## src/rtl/decoder2to4_pkg.sv

```systemverilog
// Shared definitions for the round-robin arbiter driving the 2-to-4 decoded select fabric.
package decoder2to4_pkg;

   localparam int unsigned NUM_REQ = 4;
   localparam int unsigned IDX_W   = 2;

   typedef enum logic {
      ST_IDLE = 1'b0,
      ST_BUSY = 1'b1
   } state_t;

endpackage

```

## src/rtl/decoder2to4_df.sv

```systemverilog
// Dataflow 2-to-4 decoder: exactly one of Y0..Y3 is high for each Sel1:Sel0 code.
module decoder2to4_df (
   input  logic Sel0,
   input  logic Sel1,
   output logic Y0,
   output logic Y1,
   output logic Y2,
   output logic Y3
);

   assign Y0 = ~Sel1 & ~Sel0;
   assign Y1 = ~Sel1 &  Sel0;
   assign Y2 =  Sel1 & ~Sel0;
   assign Y3 =  Sel1 &  Sel0;

endmodule

```

## src/rtl/decoder2to4_rr_arbiter.sv

```systemverilog
// Round-robin arbiter for four requesters sharing one decoded resource; grants are held
// until the owner drops its request or MAX_HOLD cycles elapse.
module decoder2to4_rr_arbiter
   import decoder2to4_pkg::*;
#(
   parameter int unsigned MAX_HOLD = 8,
   parameter int unsigned CNT_W    = 8
) (
   input  logic               clk,
   input  logic               rst_n,
   input  logic               en,
   input  logic [NUM_REQ-1:0] req,
   output logic [NUM_REQ-1:0] grant,
   output logic [IDX_W-1:0]   grant_id,
   output logic               grant_valid,
   output logic               expired
);

   state_t             state, state_nxt;
   logic [IDX_W-1:0]   ptr, ptr_nxt;
   logic [CNT_W-1:0]   hold_cnt, cnt_nxt;
   logic [IDX_W-1:0]   id_nxt;
   logic               valid_nxt;
   logic               exp_nxt;
   logic               rel_norm;
   logic               rel_force;
   logic               y0, y1, y2, y3;

   // Rotate req so ptr sits at bit 0, take the lowest set bit, then rotate the index back.
   function automatic logic [IDX_W-1:0] rr_pick(input logic [NUM_REQ-1:0] r,
                                                 input logic [IDX_W-1:0]   p);
      logic [2*NUM_REQ-1:0] dbl;
      logic [NUM_REQ-1:0]   rot;
      logic [IDX_W-1:0]     off;
      dbl = {r, r};
      rot = NUM_REQ'(dbl >> p);
      off = '0;
      for (int unsigned i = NUM_REQ; i > 0; i--) begin
         if (rot[i-1]) off = IDX_W'(i - 1);
      end
      return p + off;
   endfunction

   always_ff @(posedge clk or negedge rst_n) begin
      if (!rst_n) begin
         state       <= ST_IDLE;
         ptr         <= '0;
         hold_cnt    <= '0;
         grant_id    <= '0;
         grant_valid <= 1'b0;
         expired     <= 1'b0;
      end else begin
         state       <= state_nxt;
         ptr         <= ptr_nxt;
         hold_cnt    <= cnt_nxt;
         grant_id    <= id_nxt;
         grant_valid <= valid_nxt;
         expired     <= exp_nxt;
      end
   end

   assign rel_norm  = ~req[grant_id];
   assign rel_force = (hold_cnt == CNT_W'(MAX_HOLD));

   always_comb begin
      state_nxt = state;
      ptr_nxt   = ptr;
      cnt_nxt   = hold_cnt;
      id_nxt    = grant_id;
      valid_nxt = grant_valid;
      exp_nxt   = 1'b0;
      case (state)
         ST_IDLE: begin
            if (en && (|req)) begin
               id_nxt    = rr_pick(req, ptr);
               valid_nxt = 1'b1;
               cnt_nxt   = CNT_W'(1);
               state_nxt = ST_BUSY;
            end
         end
         ST_BUSY: begin
            if (rel_norm || rel_force) begin
               valid_nxt = 1'b0;
               state_nxt = ST_IDLE;
               ptr_nxt   = grant_id + IDX_W'(1);
               cnt_nxt   = '0;
               // A simultaneous normal release takes precedence, so no expiry pulse.
               exp_nxt   = ~rel_norm;
            end else begin
               cnt_nxt = hold_cnt + CNT_W'(1);
            end
         end
         default: state_nxt = ST_IDLE;
      endcase
   end

   decoder2to4_df u_dec (
      .Sel0 (grant_id[0]),
      .Sel1 (grant_id[1]),
      .Y0   (y0),
      .Y1   (y1),
      .Y2   (y2),
      .Y3   (y3)
   );

   always_comb begin
      grant = {y3, y2, y1, y0} & {NUM_REQ{grant_valid}};
   end

endmodule

```

## config.mk

```make
export PLATFORM = sky130hd
export DESIGN_NAME = decoder2to4_rr_arbiter
export DESIGN_NICKNAME = d
export VERILOG_FILES = /design/src/rtl/decoder2to4_pkg.sv /design/src/rtl/decoder2to4_df.sv /design/src/rtl/decoder2to4_rr_arbiter.sv
export SDC_FILE = /design/constraint.sdc
export NUM_CORES = 1
export LEC_CHECK = 0
export ABC_AREA = 1
export CAP_MARGIN = 20
export CORE_MARGIN = 3
export CORE_UTILIZATION = 53
export DETAILED_ROUTE_END_ITERATION = 7
export PLACE_DENSITY = 0.82
export SLEW_MARGIN = 20
export SYNTH_ARGS = -nofsm -noshare
export SYNTH_HDL_FRONTEND = slang
export SYNTH_SLANG_ARGS = --single-unit
```

## constraint.sdc

```tcl
create_clock -name clk -period 1.7 [get_ports clk]
set_input_delay 0.34 -clock clk [delete_from_list [all_inputs] [get_ports clk]]
set_output_delay 0.34 -clock clk [all_outputs]
set_load 0.005 [all_outputs]
```

Word level (Yosys, flattened, before mapping). Index checks and enable logic that the tools add are counted.

Input port bits: 7. Logic and storage cells: 48. Flip-flop bits (word level): 15. Output and inout port bits: 8.

Add/sub/neg operators: 3. Muxes and demuxes: 19. Eq/ne operators: 3. Bitwise operators: 9. Reduce and logical (&&, ||, !) cells: 6. Shifts and indexed selects: 1. Order comparisons: 1.

Operators by type and width (count): 2-to-1 mux 8 bit (2); one-hot mux 8 bit (2 select lines) (1); 2-to-1 mux 2 bit (6); adder 8 x 1 -> 8 bit (second input constant) (1); equality test 8 x 4 -> 1 bit (second input constant) (1); >> shifter 8 x 2 -> 4 bit (1); 2-to-1 mux 1 bit (7); AND reduction 2 bit (3); bitwise AND 1 bit (4); bitwise AND 4 bit (1); inverter 1 bit (4); one-hot mux 1 bit (2 select lines) (2); OR reduction 4 bit (1); < comparator 2 x 3 -> 1 bit (second input constant) (1); adder 2 x 1 -> 2 bit (second input constant) (1); adder 2 bit (1); binary-select mux 1 bit (select 2 bit) (1); inequality test 2 x 1 -> 1 bit (second input constant) (1); inequality test 2 bit (second input constant) (1); logical AND 1 bit (1); logical OR 1 bit (1).

Logic depth before layout (Yosys ltp). Gate-level depths: netlist of the first run.

Depth in word-level cells: 8. Mapped depth: 12. Depth with buffers taken out: 12.

Modules after synthesis. A second synthesis of the first run with hierarchy kept.

Cell total of the unflattened synthesis: 138. Area total of the unflattened synthesis: 1006.0 µm².

By module, submodules not included: decoder2to4_rr_arbiter (instances 1, cells an instance 131, area an instance 979.7 µm²); decoder2to4_df (instances 1, cells an instance 7, area an instance 26.3 µm²).

Least setup slack after synthesis of the first run. Ideal clock, no wire load.

Path kind: flip-flop to flip-flop. Start point: register ptr[1]. End point: register grant_id[1]. Slack: 0.206 ns. Buffers on the path: 1. Data arrival time: 1.429 ns. Required time: 1.635 ns. Cell stages (with the launch flop): 13. Library setup time: 0.065 ns. Cells stage by stage: dfrtp_1 -> buf_4 -> inv_1 -> nand3_1 -> nand2_1 -> nand3_1 -> a21boi_1 -> ha_1 -> xnor2_1 -> inv_1 -> nand3_1 -> nand3_1 -> nand2_1.

Longest elaborated chain between the ends: 8.

Ends and longest elaborated chain: from (decl) (RTL line decoder2to4_rr_arbiter.sv:20) `logic [IDX_W-1:0] ptr, ptr_nxt;`; from (signal assigned) (RTL line decoder2to4_rr_arbiter.sv:54) `ptr <= ptr_nxt;`; >> shifter 8 x 2 -> 4 bit (RTL line decoder2to4_rr_arbiter.sv:36) `rot = NUM_REQ'(dbl >> p);`; 2-to-1 mux 2 bit (4 in series) (RTL line decoder2to4_rr_arbiter.sv:39) `if (rot[i-1]) off = IDX_W'(i - 1);`; 2-to-1 mux 2 bit (RTL line decoder2to4_rr_arbiter.sv:74) `if (en && (|req)) begin`; 2-to-1 mux 2 bit (RTL line decoder2to4_rr_arbiter.sv:72) `case (state)`; adder 2 bit (*) (RTL line decoder2to4_rr_arbiter.sv:41) `return p + off;`; to (signal assigned) (RTL line decoder2to4_rr_arbiter.sv:56) `grant_id <= id_nxt;`; to (decl) (RTL line decoder2to4_rr_arbiter.sv:14) `output logic [IDX_W-1:0] grant_id,`.

Mark *: on every way between the ends. The rest lies on a longest branch, timed or not. The select of a mux whose other input is x is not followed. A chain may end at the register's enable or synchronous reset.

Worst setup path in the final report of the first run.
Start point: input port req[3]. End point: register grant_id[1].

Longest elaborated chain between the ends: 8. Elaborated cells between the ends (all ways): 11. Those cells by class: 1 x add/sub; 1 x shift; 6 x mux; 3 x reduce/logical.

Ends and longest elaborated chain: from (decl) (RTL line decoder2to4_rr_arbiter.sv:12) `input logic [NUM_REQ-1:0] req,`; >> shifter 8 x 2 -> 4 bit (RTL line decoder2to4_rr_arbiter.sv:36); 2-to-1 mux 2 bit (4 in series) (RTL line decoder2to4_rr_arbiter.sv:39); 2-to-1 mux 2 bit (RTL line decoder2to4_rr_arbiter.sv:74); 2-to-1 mux 2 bit (RTL line decoder2to4_rr_arbiter.sv:72); adder 2 bit (RTL line decoder2to4_rr_arbiter.sv:41).

Parallel ways exist; a longest one is shown, timed or not. The select of a mux whose other input is x is not followed.

==> summary.log, run 1 <==
[status] status complete, no violations
[global_routing] vias in the first global route 984
[yosys] most area-hungry cell type in the Yosys netlist dfrtp_1
[critical_path] maximum net fanout on the critical path 3
[yosys] count of state elements after synthesis 15
[layout] layout net count 183
[global_routing] total congestion overflow after global routing 0
[power] leakage power 0.713 nW
[yosys] most numerous cell types in the synthesized netlist nand2_1, nand3_1, dfrtp_1, inv_1
[sta] max-slew headroom at the worst pin 76.7%
[cts] clock latency reported for the late side of the worst-skew pair 0.29 ns
[yosys] cell area after synthesis 1060 sq um
[critical_path] required arrival time at the worst endpoint 1.93 ns
[yosys] post-synthesis adder-cell area fraction 8.25%
[power] total power divided by cell area 1480 nW/um^2
[power] Max VDD drop 1020 uV
[critical_path] count of cells along the worst register-to-register path 11
[sta] shortest period the worst path allows 1.66 ns
[sta] part of the cycle the worst path needs 97.7%
[sta] unrepaired setup endpoints after global routing true
[detailed_routing] remaining routing DRC violations 0
[layout] proportion of layout cells with a drive suffix above 1 28.6%
[critical_path] class of the most critical setup path primary input to flip-flop
[yosys] main flop type after synthesis dfrtp_1
[floorplan] floorplan core area 1800 sq um
[yosys] Warnings, synthesis 0
[floorplan] die boundary height 50.7 um
[power] switching power total 0.908 mW
[job] max capacitance violation total 0
[power] fraction of power consumed by combinational cells 59.2%
[critical_path] worst reg-to-reg setup slack 0.08 ns
[global_routing] global-route wire length before repair 4.20 mm
[floorplan] total die area 2570 sq um
[detailed_routing] detailed-route vias per instance 5.19
[sta] final sum of negative setup slack 0 ns
[sta] worst clock skew 0.00145 ns
[yosys] post-synthesis share of cell area spent on and, or, nand and nor gates 33.7%
[cts] Clock Path Buffers 2
[yosys] post-synthesis mux area share 0%
[placement] Routability Congestion 0.826
[power] part of the power in registers 30.6%
[power] share of power burned in the clock network 10.2%
[yosys] leading post-synthesis cells by cell area dfrtp_1, nand2_1, ha_1, nand3_1, inv_1
[cts] clock transition at the registers of the reported paths 0.08 ns
[power] power consumption 2.02 mW
[sta] Setup-failing EPs final 0
[layout] synthesis-to-finish area growth 29.0%
[critical_path] worst r2r dst grant_id[1]
[placement] number of input and output port buffers inserted 14
[yosys] Compound-Gate Fraction of Synth Area 7.31%
[power] switching part of the total power 44.9%
[cts] Inserted Clock Buffers 3
[layout] Inserted Diodes 0
[cts] sinks on the clock net 15
[yosys] area share of xor/xnor cells in the synthesized design 5.78%
[global_routing] initial antenna violation count 0
[detailed_routing] detailed-route via count 1001
[yosys] count of flip-flops with a built-in enable after synthesis 0
[cts] buffer cell driving the clock tree root clkbuf_4
[placement] hpwl dp 1.75 mm
[critical_path] Arrival @ worst endpoint 1.89 ns
[yosys] mean area per synthesized cell 7.80 sq um
[floorplan] Initial Util 58.9%
[cts] number of H-tree levels 1
[yosys] post-synth top area share 35.4%
[global_routing] overall fraction of global-route tracks in use 21.8%
[yosys] number of nets in the synthesized netlist 150
[floorplan] I/O pin count 15
[sta] Achievable Freq 602 MHz
[yosys] main combinational cell family by area after synthesis simple AND/OR/NAND/NOR gates
[yosys] synthesized netlist cell count 136
[floorplan] width of the die 50.7 um
[detailed_routing] DRC marker count from the first detailed-route iteration 21
[sta] Hold Violations, Final 0
[critical_path] origin of the critical flop-to-flop path ptr[0]
[critical_path] Critical Path Sink Type flip-flop
[yosys] proportion of synthesized chip area in sequential cells 35.4%
[global_routing] maximum number of pins on one net before global-route repair 9
[yosys] ys async rst share 100%
[critical_path] Critical Path Start Type primary input
[detailed_routing] Pre-antenna DRT Iters 4
[sta] fin. max-slew vios 0
[detailed_routing] remaining antenna violation count 0
[floorplan] standard-cell row count 15
[yosys] count of distinct cell types in the synthesized netlist 24
[detailed_routing] total wirelength of the detailed-routed design 2.34 mm
[worst_hold_path] type of the tightest min-delay check primary input to async pin
[detailed_routing] Avg WL per Cell 12.1 um
[sta] slew at the pin closest to its max-slew limit 0.349 ns
[yosys] cell with the most instances after synthesis nand2_1
[cts] clock tree from TritonCTS done
[power] internal cell power 1.11 mW
-- power by group through the flow --
stage          clock network, mW  logic (mW)  registers, mW
2_1_floorplan                  0       0.765          0.580
5_1_grt                    0.233        1.37          0.637
3_3_place_gp                   0        1.04          0.622
4_1_cts                    0.210        1.18          0.610
3_5_place_dp                   0        1.09          0.628
6_report                   0.206        1.20          0.618
-- placed cells by master, fill, tap and decap left out, drive strengths merged --
master         count
dlygate4sd2        3
nor3b              1
ha                 7
dlymetal6s2s       2
nor3               3
xor2               5
a21boi             1
xnor2              2
nand3             18
inv               20
clkbuf             6
nor2               8
o22ai              5
nand4              1
dfrtp             15
clkdlybuf4s50      7
clkinv             1
o21ai              7
nand2             39
buf               17
-- worst max-delay path, cell delays in order --
cell and delay (ns):
clkdlybuf4s50_1 0.52, nand2_1 0.08, nand3_1 0.08, nand2_1 0.07
a21boi_2 0.16, ha_1 0.19, xnor2_1 0.18, inv_1 0.06
nand3_1 0.08, nand3_1 0.07, nand2_1 0.06
-- layout make-up --
cell class                      instances  area [sq um]
Multi-Input combinational cell         97           593
Fill cell                             147           433
Sequential cell                        15           380
Timing Repair Buffer                   31           259
Inverter                               21          78.8
Tap cell                               25          31.3
Clock buffer                            4          26.3
-- worst max path at each step --
stage           startpoint          end  cells past startpoint
2_1_floorplan       ptr[1]  grant_id[1]                     12
3_3_place_gp        req[1]  grant_id[1]                     12
3_5_place_dp        req[2]  grant_id[1]                     11
4_1_cts        grant_id[1]     grant[1]                      6
5_1_grt             req[1]  grant_id[1]                     12
6_report            req[3]  grant_id[1]                     11
-- kinds of logic (layout without fill, tap and decap cells) --
group | after synthesis | count (layout)
AO/OA/AOI/OAI | 13 | 13
XOR/XNOR | 7 | 7
adder cells (fa/ha/maj) | 7 | 7
buffers and inverters | 24 | 56
flip-flops | 15 | 15
AND/OR/NAND/NOR | 70 | 70
-- routing by layer --
metal | up-vias | GRT usage (%) | share of wire [%]
met3 | 8 | 5.93 | 4.0
met5 | - | 0 | 0
met2 | 22 | 33.9 | 49
li1 | 503 | - | -
met1 | 468 | 27.8 | 44
met4 | 0 | 10.3 | 2.6
-- registers in the layout (all words and copies together) (netlist names) --
name,flops
expired,1
grant_id,2
grant_valid,1
hold_cnt,8
ptr,2
state,1
-- what timing repair did --
action,CTS,global route
endpoints found under the setup margin,4,6
hold buffers,0,0
gates cloned,0,0
resized for setup,11,9
setup buffers,6,0
-- metrics by stage --
stage                     hold slack [ns]  instances  instance area, sq um  setup WS, ns  utilization (%)
after global routing                0.321        193                  1370       -0.0668             76.0
after global placement              0.556        183                  1290        -0.168             71.7
after floorplan                    0.0444        136                  1060         0.206                -
after CTS                           0.308        193                  1360       0.00303             75.7
final                               0.314        193                  1370        0.0384             76.0
after detailed placement            0.564        183                  1290        -0.240             71.7
(Power assumes the default switching activity.)
==> inputs of run 2 (changes only) <==
--- a/config.mk
+++ b/config.mk
@@ -7,10 +7,10 @@
 export LEC_CHECK = 0
 export ABC_AREA = 1
 export CAP_MARGIN = 20
-export CORE_MARGIN = 3
+export CORE_MARGIN = 5
 export CORE_UTILIZATION = 53
 export DETAILED_ROUTE_END_ITERATION = 7
-export PLACE_DENSITY = 0.82
+export PLACE_DENSITY = 0.78
 export SLEW_MARGIN = 20
 export SYNTH_ARGS = -nofsm -noshare
 export SYNTH_HDL_FRONTEND = slang
==> run 2 against run 1 <==
Hold slack better by 0.038 ns. Cell count is 1.6% higher. Register-to-register slack worse by 0.02 ns. Clock skew is 0.0077 ns higher. Utilization is 2.1 points lower. First-iteration DRC count is 48% lower. Maximum frequency is 0.12% higher. Combinational power is 11% higher. Largest cell class unchanged.
==> summary.log, run 2 (same netlist as run 1, synthesis figures left out) <==
[status] status complete, no violations
[power] Max VDD drop 1230 uV [+21%]
[job] max capacitance violation total 0 [unchanged]
[critical_path] Critical Path Sink Type output pin
[floorplan] Initial Util 54.6% [-4.2 points]
[layout] synthesis-to-finish area growth 35.3%
[critical_path] most frequent cell on the critical path buf_6
[power] switching power total 0.959 mW [+5.7%]
[layout] layout net count 184 [+0.55%]
[placement] hpwl dp 1.75 mm [-0.14%]
[global_routing] overall fraction of global-route tracks in use 19.0% [-2.8 points]
[detailed_routing] remaining antenna violation count 0 [unchanged]
[layout] sequential cell area 378 sq um [-0.66%]
[cts] Clock Path Buffers 2 [unchanged]
[global_routing] total congestion overflow after global routing 0 [unchanged]
[layout] max reg flops 8 [unchanged]
[power] fraction of power consumed by combinational cells 62.4% [+3.2 points]
[critical_path] Cell Chain, Critical Path buf_6 > buf_6 > buf_4 > dlygate4sd2_1
[power] leakage power 0.751 nW [+5.4%]
[layout] Inserted Diodes 0 [unchanged]
[critical_path] Arrival @ worst endpoint 1.32 ns [-0.57 ns]
[cts] clock tree from TritonCTS done
[sta] slew at the pin closest to its max-slew limit 0.312 ns [-0.0371 ns]
[cts] sinks on the clock net 15 [unchanged]
[worst_hold_path] type of the tightest min-delay check primary input to async pin
[floorplan] width of the die 54.7 um [+7.9%]
[sta] worst clock skew 0.00919 ns [+0.00774 ns]
[placement] placed cell count 184 [+0.55%]
[detailed_routing] detailed-route vias per instance 5.09 [-1.8%]
[placement] Routability Congestion 0.752 [-9.0%]
[power] internal cell power 1.18 mW [+6.2%]
[floorplan] standard-cell row count 16 [+1]
[detailed_routing] Met1 Wirelength 998 um [-3.5%]
[critical_path] Largest stage delay, worst path 0.41 ns [-0.11 ns]
[detailed_routing] remaining routing DRC violations 0 [unchanged]
[layout] most frequent standard cell in the layout excluding fill and tap cells nand2_1
[power] share of power burned in the clock network 9.4% [-0.8 points]
[floorplan] total die area 3000 sq um [+16%]
[global_routing] global-route wire length before repair 4.04 mm [-3.6%]
[sta] max-slew headroom at the worst pin 79.2% [+2.5 points]
[power] switching part of the total power 44.8% [-0.12 points]
[placement] number of input and output port buffers inserted 14 [unchanged]
[power] part of the power in registers 28.2% [-2.4 points]
[critical_path] class of the most critical setup path flip-flop to output pin
[detailed_routing] met2 wire length 1.24 mm [+7.3%]
[detailed_routing] Avg WL per Cell 12.5 um [+2.8%]
[sta] Setup-failing EPs final 0 [unchanged]
[sta] fin. max-slew vios 0 [unchanged]
[critical_path] maximum net fanout on the critical path 3 [unchanged]
[power] total power divided by cell area 1490 nW/um^2 [+1.0%]
[floorplan] floorplan core area 1940 sq um [+7.8%]
[layout] count of placed standard cells in the final layout, fillers left out 196 [+1.6%]
[detailed_routing] DRC marker count from the first detailed-route iteration 11 [-48%]
[layout] Top Registers hold_cnt x8, grant_id x2, ptr x2
[floorplan] die boundary height 54.7 um [+7.9%]
[layout] commonest cells after routing, fill and taps aside nand2_1, buf_4, dfrtp_1
[sta] hold slack 0.352 ns [+0.0383 ns]
[global_routing] vias in the first global route 994 [+1.0%]
[cts] clock transition at the registers of the reported paths 0.09 ns [about the same]
[global_routing] initial antenna violation count 0 [unchanged]
[detailed_routing] total met3 wirelength after detailed routing 133 um [+41%]
[detailed_routing] detailed-route via count 998 [-0.30%]
[critical_path] required arrival time at the worst endpoint 1.36 ns [-0.57 ns]
[layout] proportion of layout cells with a drive suffix above 1 37.9% [+9.3 points]
[detailed_routing] total wirelength of the detailed-routed design 2.45 mm [+4.4%]
[cts] buffer cell driving the clock tree root clkbuf_4
[critical_path] count of cells along the worst register-to-register path 11 [unchanged]
[global_routing] maximum number of pins on one net before global-route repair 16 [+7]
[detailed_routing] Pre-antenna DRT Iters 4 [unchanged]
[cts] Inserted Clock Buffers 3 [unchanged]
[sta] Achievable Freq 603 MHz [+0.12%]
[sta] shortest period the worst path allows 1.66 ns [-0.00207 ns]
[critical_path] highest-delay cell along the critical path dfrtp_1
[layout] area used by multi-input combinational logic 648 sq um [+9.3%]
[sta] part of the cycle the worst path needs 97.6% [-0.12 points]
[cts] clock latency reported for the late side of the worst-skew pair 0.29 ns [about the same]
[detailed_routing] uppermost layer routed met4
[sta] unrepaired setup endpoints after global routing true
[layout] largest register by flop count hold_cnt
[layout] number of inserted filler cells in the final layout 136 [-7.5%]
[cts] number of H-tree levels 1 [unchanged]
[sta] Hold Violations, Final 0 [unchanged]
[sta] final sum of negative setup slack 0 ns [unchanged]
[floorplan] I/O pin count 15 [unchanged]
[critical_path] Critical Path Start Type flip-flop
[run 2: power groups by stage]
stage | logic (mW) | registers [mW] | clock network [mW]
after floorplan | 0.765 | 0.580 | 0
after global placement | 1.06 | 0.607 | 0
after detailed placement | 1.10 | 0.613 | 0
after CTS | 1.14 | 0.604 | 0.210
after global routing | 1.51 | 0.627 | 0.229
final | 1.33 | 0.604 | 0.201
[run 2: final timing paths]
| check | startpoint | to | slack [ns] |
|---|---|---|---|
| min reg2reg | ptr[1] | ptr[1] | 0.56 |
| max reg2reg | ptr[0] | grant_id[1] | 0.06 |
| min | rst_n | hold_cnt[5] | 0.35 |
| max | grant_id[1] | grant_id[1] | 0.04 |
| max in group asynchronous | rst_n | ptr[0] | 1.16 |
| min in group clk | ptr[1] | ptr[1] | 0.56 |
[run 2: metal layers]
layer	track usage (%)	up-vias
li1	-	500
met1	19.7	463
met3	3.00	8
met4	12.4	0
met5	0	-
met2	34.6	27
[run 2: repair_timing]
item | CTS | global route
setup endpoints to repair | 6 | 6
setup buffers | 3 | 5
hold buffers | 0 | 0
resized for setup | 13 | 29
pin swaps | 0 | 6
[run 2: critical path, delay by kind of cell (launching register included)]
kind	cells	cell delay, ns
buffers and inverters	4	0.62
DFF	1	0.41
[run 2: per-stage QoR]
step           power, mW  util [%]  worst slack [ns]  cell area, sq um
5_1_grt             2.36      73.9           -0.0632              1440
4_1_cts             1.95      69.0           -0.0734              1340
2_1_floorplan       1.35         -             0.206              1060
6_report            2.14      73.9            0.0405              1440
3_3_place_gp        1.67      66.3            -0.186              1290
3_5_place_dp        1.72      66.3            -0.267              1290
[run 2: layout make-up]
type	count	share of cell area, %
inverter	21	5.49
multi-input combinational	97	45.2
tap	27	2.35
sequential	15	26.3
timing repair buffer	32	18.8
clock buffer	4	1.83
